==> src/rtl/tile_color_game.sv <==
// Game-control stage for the 2x4 tile display: debounced switches step tile
// colours, all-equal tiles win and blink, outputs change only at vsync start.
module tile_color_game #(
    parameter int DEBOUNCE_CYCLES = 250000,
    parameter int BLINK_CYCLES    = 6250000,
    parameter int DW              = 3
) (
    input  logic          clk,
    input  logic          rst,
    input  logic [7:0]    sw,
    input  logic          vsync_n,
    output logic [DW-1:0] tile0,
    output logic [DW-1:0] tile1,
    output logic [DW-1:0] tile2,
    output logic [DW-1:0] tile3,
    output logic [DW-1:0] tile4,
    output logic [DW-1:0] tile5,
    output logic [DW-1:0] tile6,
    output logic [DW-1:0] tile7,
    output logic          win
);

    localparam int CW = $clog2(DEBOUNCE_CYCLES + 2);
    localparam int BW = $clog2(BLINK_CYCLES + 1);
    localparam logic [CW-1:0] DB_LAST   = CW'(DEBOUNCE_CYCLES - 1);
    localparam logic [CW-1:0] INIT_LAST = CW'(DEBOUNCE_CYCLES + 1);
    localparam logic [BW-1:0] BL_LAST   = BW'(BLINK_CYCLES - 1);

    typedef enum logic [1:0] {INIT, PLAY, WIN} state_t;

    state_t        state, state_nx;
    logic [7:0]    sw_m, sw_s, stable, ev;
    logic [CW-1:0] db_cnt [8];
    logic [CW-1:0] init_cnt;
    logic [DW-1:0] col [8];
    logic [DW-1:0] tile [8];
    logic [BW-1:0] blink_cnt;
    logic          phase, upd, vs_q, vs_fall, all_eq, blank;

    always_ff @(posedge clk or negedge rst) begin
        if (!rst) begin
            sw_m <= '0;
            sw_s <= '0;
        end else begin
            sw_m <= sw;
            sw_s <= sw_m;
        end
    end

    // Events are masked in INIT so switches already up at reset are ignored
    always_comb begin
        ev = '0;
        for (int i = 0; i < 8; i++)
            ev[i] = (state != INIT) && (sw_s[i] != stable[i])
                    && (db_cnt[i] == DB_LAST);
    end

    always_ff @(posedge clk or negedge rst) begin
        if (!rst) begin
            stable <= '0;
            for (int i = 0; i < 8; i++) db_cnt[i] <= '0;
        end else if (state == INIT) begin
            stable <= sw_s;
            for (int i = 0; i < 8; i++) db_cnt[i] <= '0;
        end else begin
            for (int i = 0; i < 8; i++) begin
                if (sw_s[i] == stable[i] || ev[i])
                    db_cnt[i] <= '0;
                else
                    db_cnt[i] <= db_cnt[i] + CW'(1);
                if (ev[i]) stable[i] <= sw_s[i];
            end
        end
    end

    always_comb begin
        all_eq = 1'b1;
        for (int i = 1; i < 8; i++)
            if (col[i] != col[0]) all_eq = 1'b0;
    end

    always_comb begin
        state_nx = state;
        unique case (state)
            INIT: if (init_cnt == INIT_LAST) state_nx = PLAY;
            PLAY: if (upd && all_eq) state_nx = WIN;
            WIN:  if (|ev) state_nx = PLAY;
            default: state_nx = INIT;
        endcase
    end

    always_ff @(posedge clk or negedge rst) begin
        if (!rst) state <= INIT;
        else      state <= state_nx;
    end

    always_ff @(posedge clk or negedge rst) begin
        if (!rst) begin
            init_cnt  <= '0;
            upd       <= 1'b0;
            blink_cnt <= '0;
            phase     <= 1'b0;
            win       <= 1'b0;
            for (int i = 0; i < 8; i++) col[i] <= DW'(i);
        end else begin
            if (state == INIT && init_cnt != INIT_LAST)
                init_cnt <= init_cnt + CW'(1);
            upd <= (state == PLAY) && (|ev);
            win <= (state == WIN);
            if (state == PLAY) begin
                for (int i = 0; i < 8; i++)
                    col[i] <= col[i] + DW'(ev[i]);
            end
            // A win-exit event only restarts the board
            if (state == WIN && (|ev)) begin
                for (int i = 0; i < 8; i++) col[i] <= DW'(i);
            end
            if (state == WIN && !(|ev)) begin
                if (blink_cnt == BL_LAST) begin
                    blink_cnt <= '0;
                    phase     <= ~phase;
                end else begin
                    blink_cnt <= blink_cnt + BW'(1);
                end
            end else begin
                blink_cnt <= '0;
                phase     <= 1'b0;
            end
        end
    end

    assign vs_fall = vs_q && !vsync_n;
    assign blank   = (state == WIN) && phase;

    always_ff @(posedge clk or negedge rst) begin
        if (!rst) begin
            vs_q <= 1'b0;
            for (int i = 0; i < 8; i++) tile[i] <= DW'(i);
        end else begin
            vs_q <= vsync_n;
            if (vs_fall) begin
                for (int i = 0; i < 8; i++)
                    tile[i] <= blank ? '0 : col[i];
            end
        end
    end

    assign tile0 = tile[0];
    assign tile1 = tile[1];
    assign tile2 = tile[2];
    assign tile3 = tile[3];
    assign tile4 = tile[4];
    assign tile5 = tile[5];
    assign tile6 = tile[6];
    assign tile7 = tile[7];

endmodule

==> config.mk <==
export PLATFORM = sky130hd
export DESIGN_NAME = tile_color_game
export DESIGN_NICKNAME = d
export VERILOG_FILES = /design/src/rtl/tile_color_game.sv
export SDC_FILE = /design/constraint.sdc
export NUM_CORES = 1
export LEC_CHECK = 0
export CAP_MARGIN = 15
export CELL_PAD_IN_SITES_DETAIL_PLACEMENT = 1
export CELL_PAD_IN_SITES_GLOBAL_PLACEMENT = 2
export CORE_MARGIN = 2
export CORE_UTILIZATION = 30
export DETAILED_ROUTE_END_ITERATION = 10
export GPL_TIMING_DRIVEN = 1
export PLACE_DENSITY_LB_ADDON = 0.1
export SLEW_MARGIN = 20
export SYNTH_ARGS = -nofsm -noshare
export SYNTH_HDL_FRONTEND = slang
export SYNTH_SLANG_ARGS = --single-unit
==> constraint.sdc <==
create_clock -name clk -period 5.6 [get_ports clk]
set_clock_uncertainty 0.1 [all_clocks]
set_input_delay 0.56 -clock clk [delete_from_list [all_inputs] [get_ports clk]]
set_output_delay 0.56 -clock clk [all_outputs]
set_load 0.01 [all_outputs]
==> impl_metrics.py, run 1 <==
metrics = {
    "worst_setup_path": {
        "cp_num_buf_inv": 0,
        "r2r_cells": 6,
        "arrival_ns": 3.57,
        "cp_data_required_time_ns": 5.88,
        "crit_path_start_kind": "flop",
        "critical-path-top-delay-family": "simple AND/OR/NAND/NOR gates",
        "rrSetupSlack_ns": 2.31,
        "path_max_fanout": 25,
        "cp_common_cell": "nor4_1",
        "cp_slowest_stage_delay_ns": 0.82,
        "r2r-end": "blink_cnt[15]",
        "critical_path_cell_count": 6,
        "crit_chain": "or2_4 -> nand2_1 -> nor4_1 -> nor4_1 -> nand2_2 -> nor3_1",
        "startpoint": "state[0]",
        "worstSetupPathType": "reg2reg",
        "r2r_start": "state[0]",
        "endpoint_kind": "flop",
        "slowest_stage": "dfrtp_1",
    },
    "routing": {
        "firstDrtPassIters": 4,
        "drcViolationCount": 0,
        "drtIter0Drc": 365,
        "route.antenna.remaining_nets": 0,
        "drt_wl_total_um": 30700,
        "vias_per_cell": 4.84,
        "vias": 8692,
        "wl_per_cell_um": 17.1,
    },
    "yosys": {
        "synth_warnings": 0,
        "synth.area.top_cells": "dfrtp_1 48%, xor2_1 7.4%, nor2_1 6.1%",
        "synth_area_um2": 12400,
        "synth_edf_count": 0,
        "synth_commonest_cells": "239 x dfrtp_1, 200 x nor2_1, 104 x xor2_1, 91 x nand2_1, 86 x nand3_1",
        "async_reset_ff_frac": 1.00,
        "avgSynthCellArea_um2": 10.3,
        "ys_types": 51,
        "synth_top_flop_cell": "dfrtp_1",
        "synth_top_area_cell": "dfrtp_1",
        "ys_seq_elements": 263,
        "synth.top_cell.area_share": 0.483,
        "syn_inst": 1202,
        "yosysSeqAreaShare": 0.534,
        "synth_nets": 1240,
        "yosys.cell_count.top_type": "dfrtp_1",
    },
    "floorplan": {
        "core-area_um2": 40700,
        "ios": 36,
        "die_h_um": 207,
        "initial_core_util": 0.304,
        "fp.dieW_um": 207,
        "fp-row-count": 74,
        "dieArea_um2": 42900,
    },
    "cts": {
        "cts_hold_buf": 0,
        "insertion_delay_ns": 0.53,
        "clock-sinks": 263,
        "cts.clk_slew.worst_paths_ns": 0.06,
        "htree_levels": 2,
        "clock_path_buffers": 3,
        "cts_setup_buffers": 0,
        "cts_buffers": 35,
        "post_cts_resized": 0,
        "cts_root_buffer": "clkbuf_16",
        "cts_tree": "built",
    },
    "sta": {
        "hold_viol": 8,
        "fin_setup_tns_ns": 0,
        "period_share": 0.588,
        "relSlewSlack": 0.298,
        "worst_hold_slack_ns": -0.0169,
        "layout_min_cycle_time_ns": 3.29,
        "finalWorstSetupSlack_ns": 2.31,
        "setup_viol": 0,
        "worst-slew-pin-transition_ns": 1.05,
        "slew_viol_final": 0,
        "rsz0062_at_grt": "false",
        "fmax_ghz": 0.304,
    },
    "status": {
        "failed_checks": "hold timing",
        "status": "finished with violations",
    },
    "final_layout": {
        "drive_above_1_share": 0.0911,
        "regArea_um2": 6610,
        "fill_cells": 4527,
        "nets": 1275,
        "design_area_um2": 14400,
        "syn_to_final_growth_pct": 16.6,
        "multiInputGateArea_um2": 5470,
        "n_antenna_cell": 0,
    },
    "grt": {
        "grt_pass1_vias": 9210,
        "antenna_found_initial": 0,
        "grt_pass1_wl_um": 51500,
        "overflow": 0,
        "grt_max_degree": 117,
        "grt_use_total": 0.148,
    },
    "placement": {
        "place_area_um2": 13200,
        "gp_congestion": 0.705,
        "numPortBuffers": 35,
        "dp_hpwl_um": 20100,
        "place_worst_setup_slack_ns": 2.26,
    },
    "pwr": {
        "p_leak_nw": 6.01,
        "vdd_drop_max_uv": 192,
        "power_density_nw_per_um2": 298,
    },
    "min_path": {
        "min_path_type": "in2async",
    },
    "run": {
        "maxCapViolCount": 0,
    },
}
-- cells in the final DEF, fill, tap and decap left out, types with 13 or more instances in the layout --
master / n
clkbuf_16: 37
ha_1: 27
inv_1: 20
a22o_1: 24
nand2_1: 91
nand4_1: 38
xnor2_1: 69
nand3_1: 86
nor4_1: 14
xor2_1: 104
nor3_1: 43
nor2_1: 200
and3_1: 42
clkdlybuf4s50_1: 34
a21oi_1: 20
dfstp_2: 24
dfrtp_1: 239
o21ai_0: 13
-- registers in the layout, summed over array words and instances (netlist names), 8 cells and up --
name,count
blink_cnt,23
col,24
db_cnt,144
init_cnt,18
stable,8
sw_m,8
sw_s,8
-- how the worst max path moves through the flow --
| stage | slack [ns] | end |
|---|---|---|
| floorplan | 3.33 | state[0] |
| global placement | 2.26 | state[1] |
| detailed placement | 2.26 | blink_cnt[15] |
| CTS | 2.25 | state[1] |
| global route | 1.95 | blink_cnt[9] |
| finish | 2.31 | blink_cnt[15] |
-- report_power, final --
| group | switching [mW] | internal, mW | leakage (nW) |
|---|---|---|---|
| clock | 0.856 | 1.46 | 0.593 |
| combinational | 0.0492 | 0.0141 | 1.90 |
| sequential | 0.00588 | 1.91 | 3.52 |
| total | 0.911 | 3.38 | 6.01 |
-- final cells by class --
type,instances,area share
sequential,263,0.458
clock buffer,58,0.0779
inverter,20,0.00520
clock inverter,5,0.00546
timing repair buffer,40,0.0281
multi-input combinational,877,0.379
tap,532,0.0461
-- metrics by stage --
stage	utilization	cells	power (mW)
after CTS	0.354	1795	4.40
after global placement	0.325	1732	2.02
after global routing	0.354	1795	4.48
final	0.354	1795	4.29
after detailed placement	0.325	1732	2.02
after floorplan	-	1202	1.96
-- cell families (layout without fill, tap and decap cells) --
kind of cell	Yosys count	count (layout)	share of synthesized area
AO/OA/AOI/OAI	72	72	0.0411
XOR/XNOR	173	173	0.122
adder cells (fa/ha/maj)	27	27	0.0273
buffers and inverters	62	123	0.0239
flip-flops	263	263	0.534
multiplexers	8	8	0.00728
AND/OR/NAND/NOR	597	597	0.244
-- per-layer routing --
| metal | global-route usage | routed length [um] | part of all wire | vias up |
|---|---|---|---|---|
| li1 | - | - | - | 4201 |
| met1 | 0.206 | 15000 | 0.49 | 4384 |
| met2 | 0.233 | 14100 | 0.46 | 72 |
| met3 | 0.0334 | 1010 | 0.033 | 35 |
| met4 | 0.0374 | 527 | 0.017 | 0 |
| met5 | 0 | 0 | 0 | - |
Note: power is estimated with default switching activity, not from simulation.
==> run 2: changes to the inputs <==
Clock period 5.6 ns to 3.4 ns, I/O delays scaled along.
==> impl_metrics.py, run 2 (synthesis results as in run 1) <==
metrics = {
    "placement": {
        "numPortBuffers": 35,
        "place_worst_setup_slack_ns": 0.688,
        "dp_hpwl_um": 20700,
        "gp_congestion": 0.716,
    },
    "worst_setup_path": {
        "r2r-end": "col[10]",
        "cp_data_required_time_ns": 3.74,
        "rrSetupSlack_ns": 0.70,
        "endpoint_kind": "flop",
        "path_max_fanout": 25,
        "crit_path_start_kind": "flop",
        "worstSetupPathType": "reg2reg",
        "arrival_ns": 3.04,
        "r2r_cells": 7,
        "r2r_start": "db_cnt[90]",
    },
    "pwr": {
        "power_density_nw_per_um2": 481,
        "p_leak_nw": 6.04,
        "vdd_drop_max_uv": 237,
        "finalPower_mw": 6.96,
    },
    "sta": {
        "relSlewSlack": 0.458,
        "hold_viol": 0,
        "worst-slew-pin-transition_ns": 0.811,
        "setup_viol": 0,
        "rsz0062_at_grt": "false",
        "worst_hold_slack_ns": 0.148,
        "fin_setup_tns_ns": 0,
        "finalWorstSetupSlack_ns": 0.700,
        "period_share": 0.794,
        "slew_viol_final": 0,
        "fmax_ghz": 0.370,
        "layout_min_cycle_time_ns": 2.70,
    },
    "min_path": {
        "min_path_type": "in2reg",
        "hp-start": "sw[2]",
        "whs_path_depth": 1,
        "min_to": "sw_m[2]",
    },
    "final_layout": {
        "syn_to_final_growth_pct": 17.0,
        "final_common_cell": "dfrtp_1",
        "reg.largest.list": "db_cnt (144), col (24), blink_cnt (23)",
        "drive_above_1_share": 0.0984,
        "max_flop_register": "db_cnt",
        "final_cell_mix": "239 x dfrtp_1, 200 x nor2_1, 104 x xor2_1",
        "nets": 1283,
        "n_antenna_cell": 0,
        "largest_reg_flops": 144,
        "final_util": 0.355,
        "fill_cells": 4527,
    },
    "routing": {
        "firstDrtPassIters": 5,
        "vias": 8748,
        "vias_per_cell": 4.85,
        "drtIter0Drc": 364,
        "route.antenna.remaining_nets": 0,
        "drt_wl_total_um": 31300,
        "drcViolationCount": 0,
        "wl_per_cell_um": 17.4,
    },
    "run": {
        "maxCapViolCount": 0,
    },
    "floorplan": {
        "core-area_um2": 40700,
        "fp.dieW_um": 207,
        "die_h_um": 207,
        "dieArea_um2": 42900,
        "fp-row-count": 74,
        "initial_core_util": 0.304,
        "ios": 36,
    },
    "status": {
        "status": "complete, no violations",
    },
    "cts": {
        "cts_buffers": 34,
        "cts_root_buffer": "clkbuf_16",
        "htree_levels": 2,
        "cts.clk_slew.worst_paths_ns": 0.06,
        "insertion_delay_ns": 0.53,
        "clock_path_buffers": 3,
        "cts_hold_buf": 1,
        "cts_tree": "built",
        "cts_setup_buffers": 0,
        "clock-sinks": 263,
        "post_cts_resized": 0,
    },
    "grt": {
        "grt_max_degree": 97,
        "overflow": 0,
        "grt_pass1_wl_um": 52300,
        "grt_use_total": 0.150,
        "antenna_found_initial": 0,
        "grt_pass1_vias": 9235,
    },
}
## run 2: stage by stage
stage	cell area (um^2)	std cells
floorplan	12400	1202
CTS	14500	1802
global placement	13300	1740
detailed placement	13300	1740
global route	14500	1802
finish	14500	1802
## run 2: how the worst max path moves through the flow
stage | endpoint | start | depth (start not counted) | slack (ns)
after floorplan | state[0] | db_cnt[90] | 9 | 1.13
after global placement | col[22] | db_cnt[90] | 7 | 0.73
after detailed placement | col[21] | db_cnt[90] | 7 | 0.69
after CTS | col[21] | db_cnt[90] | 7 | 0.68
after global routing | col[3] | db_cnt[90] | 7 | 0.52
final | col[10] | db_cnt[90] | 7 | 0.70
## run 2: report_power, final
part	total [mW]	internal [mW]	switching (mW)
clock	3.69	2.27	1.41
combinational	0.113	0.0280	0.0846
sequential	3.16	3.15	0.00961
total	6.96	5.45	1.51
## run 2: metal layers
metal	wire length, um	vias up	global-route usage
li1	-	4221	-
met1	15300	4413	0.210
met2	14500	65	0.237
met3	854	49	0.0249
met4	699	0	0.0490
met5	0	-	0
## run 2: cell type report
cell class / count / area [um^2] / share of cell area
Multi-Input combinational cell: 877 / 5470 / 0.378
Inverter: 20 / 75.1 / 0.00519
Tap cell: 532 / 666 / 0.0460
Clock inverter: 10 / 104 / 0.00718
Clock buffer: 51 / 1050 / 0.0723
Timing Repair Buffer: 49 / 500 / 0.0346
Sequential cell: 263 / 6610 / 0.457
## run 2: worst max-delay path, stage by stage (launching register included)
cell and delay, ns:
dfrtp_1 0.41, ha_1 0.23, and3_1 0.24, nand2_1 0.13, nor4_4 0.08, or4_4 0.57
o21ai_4 0.58, nor3b_1 0.26
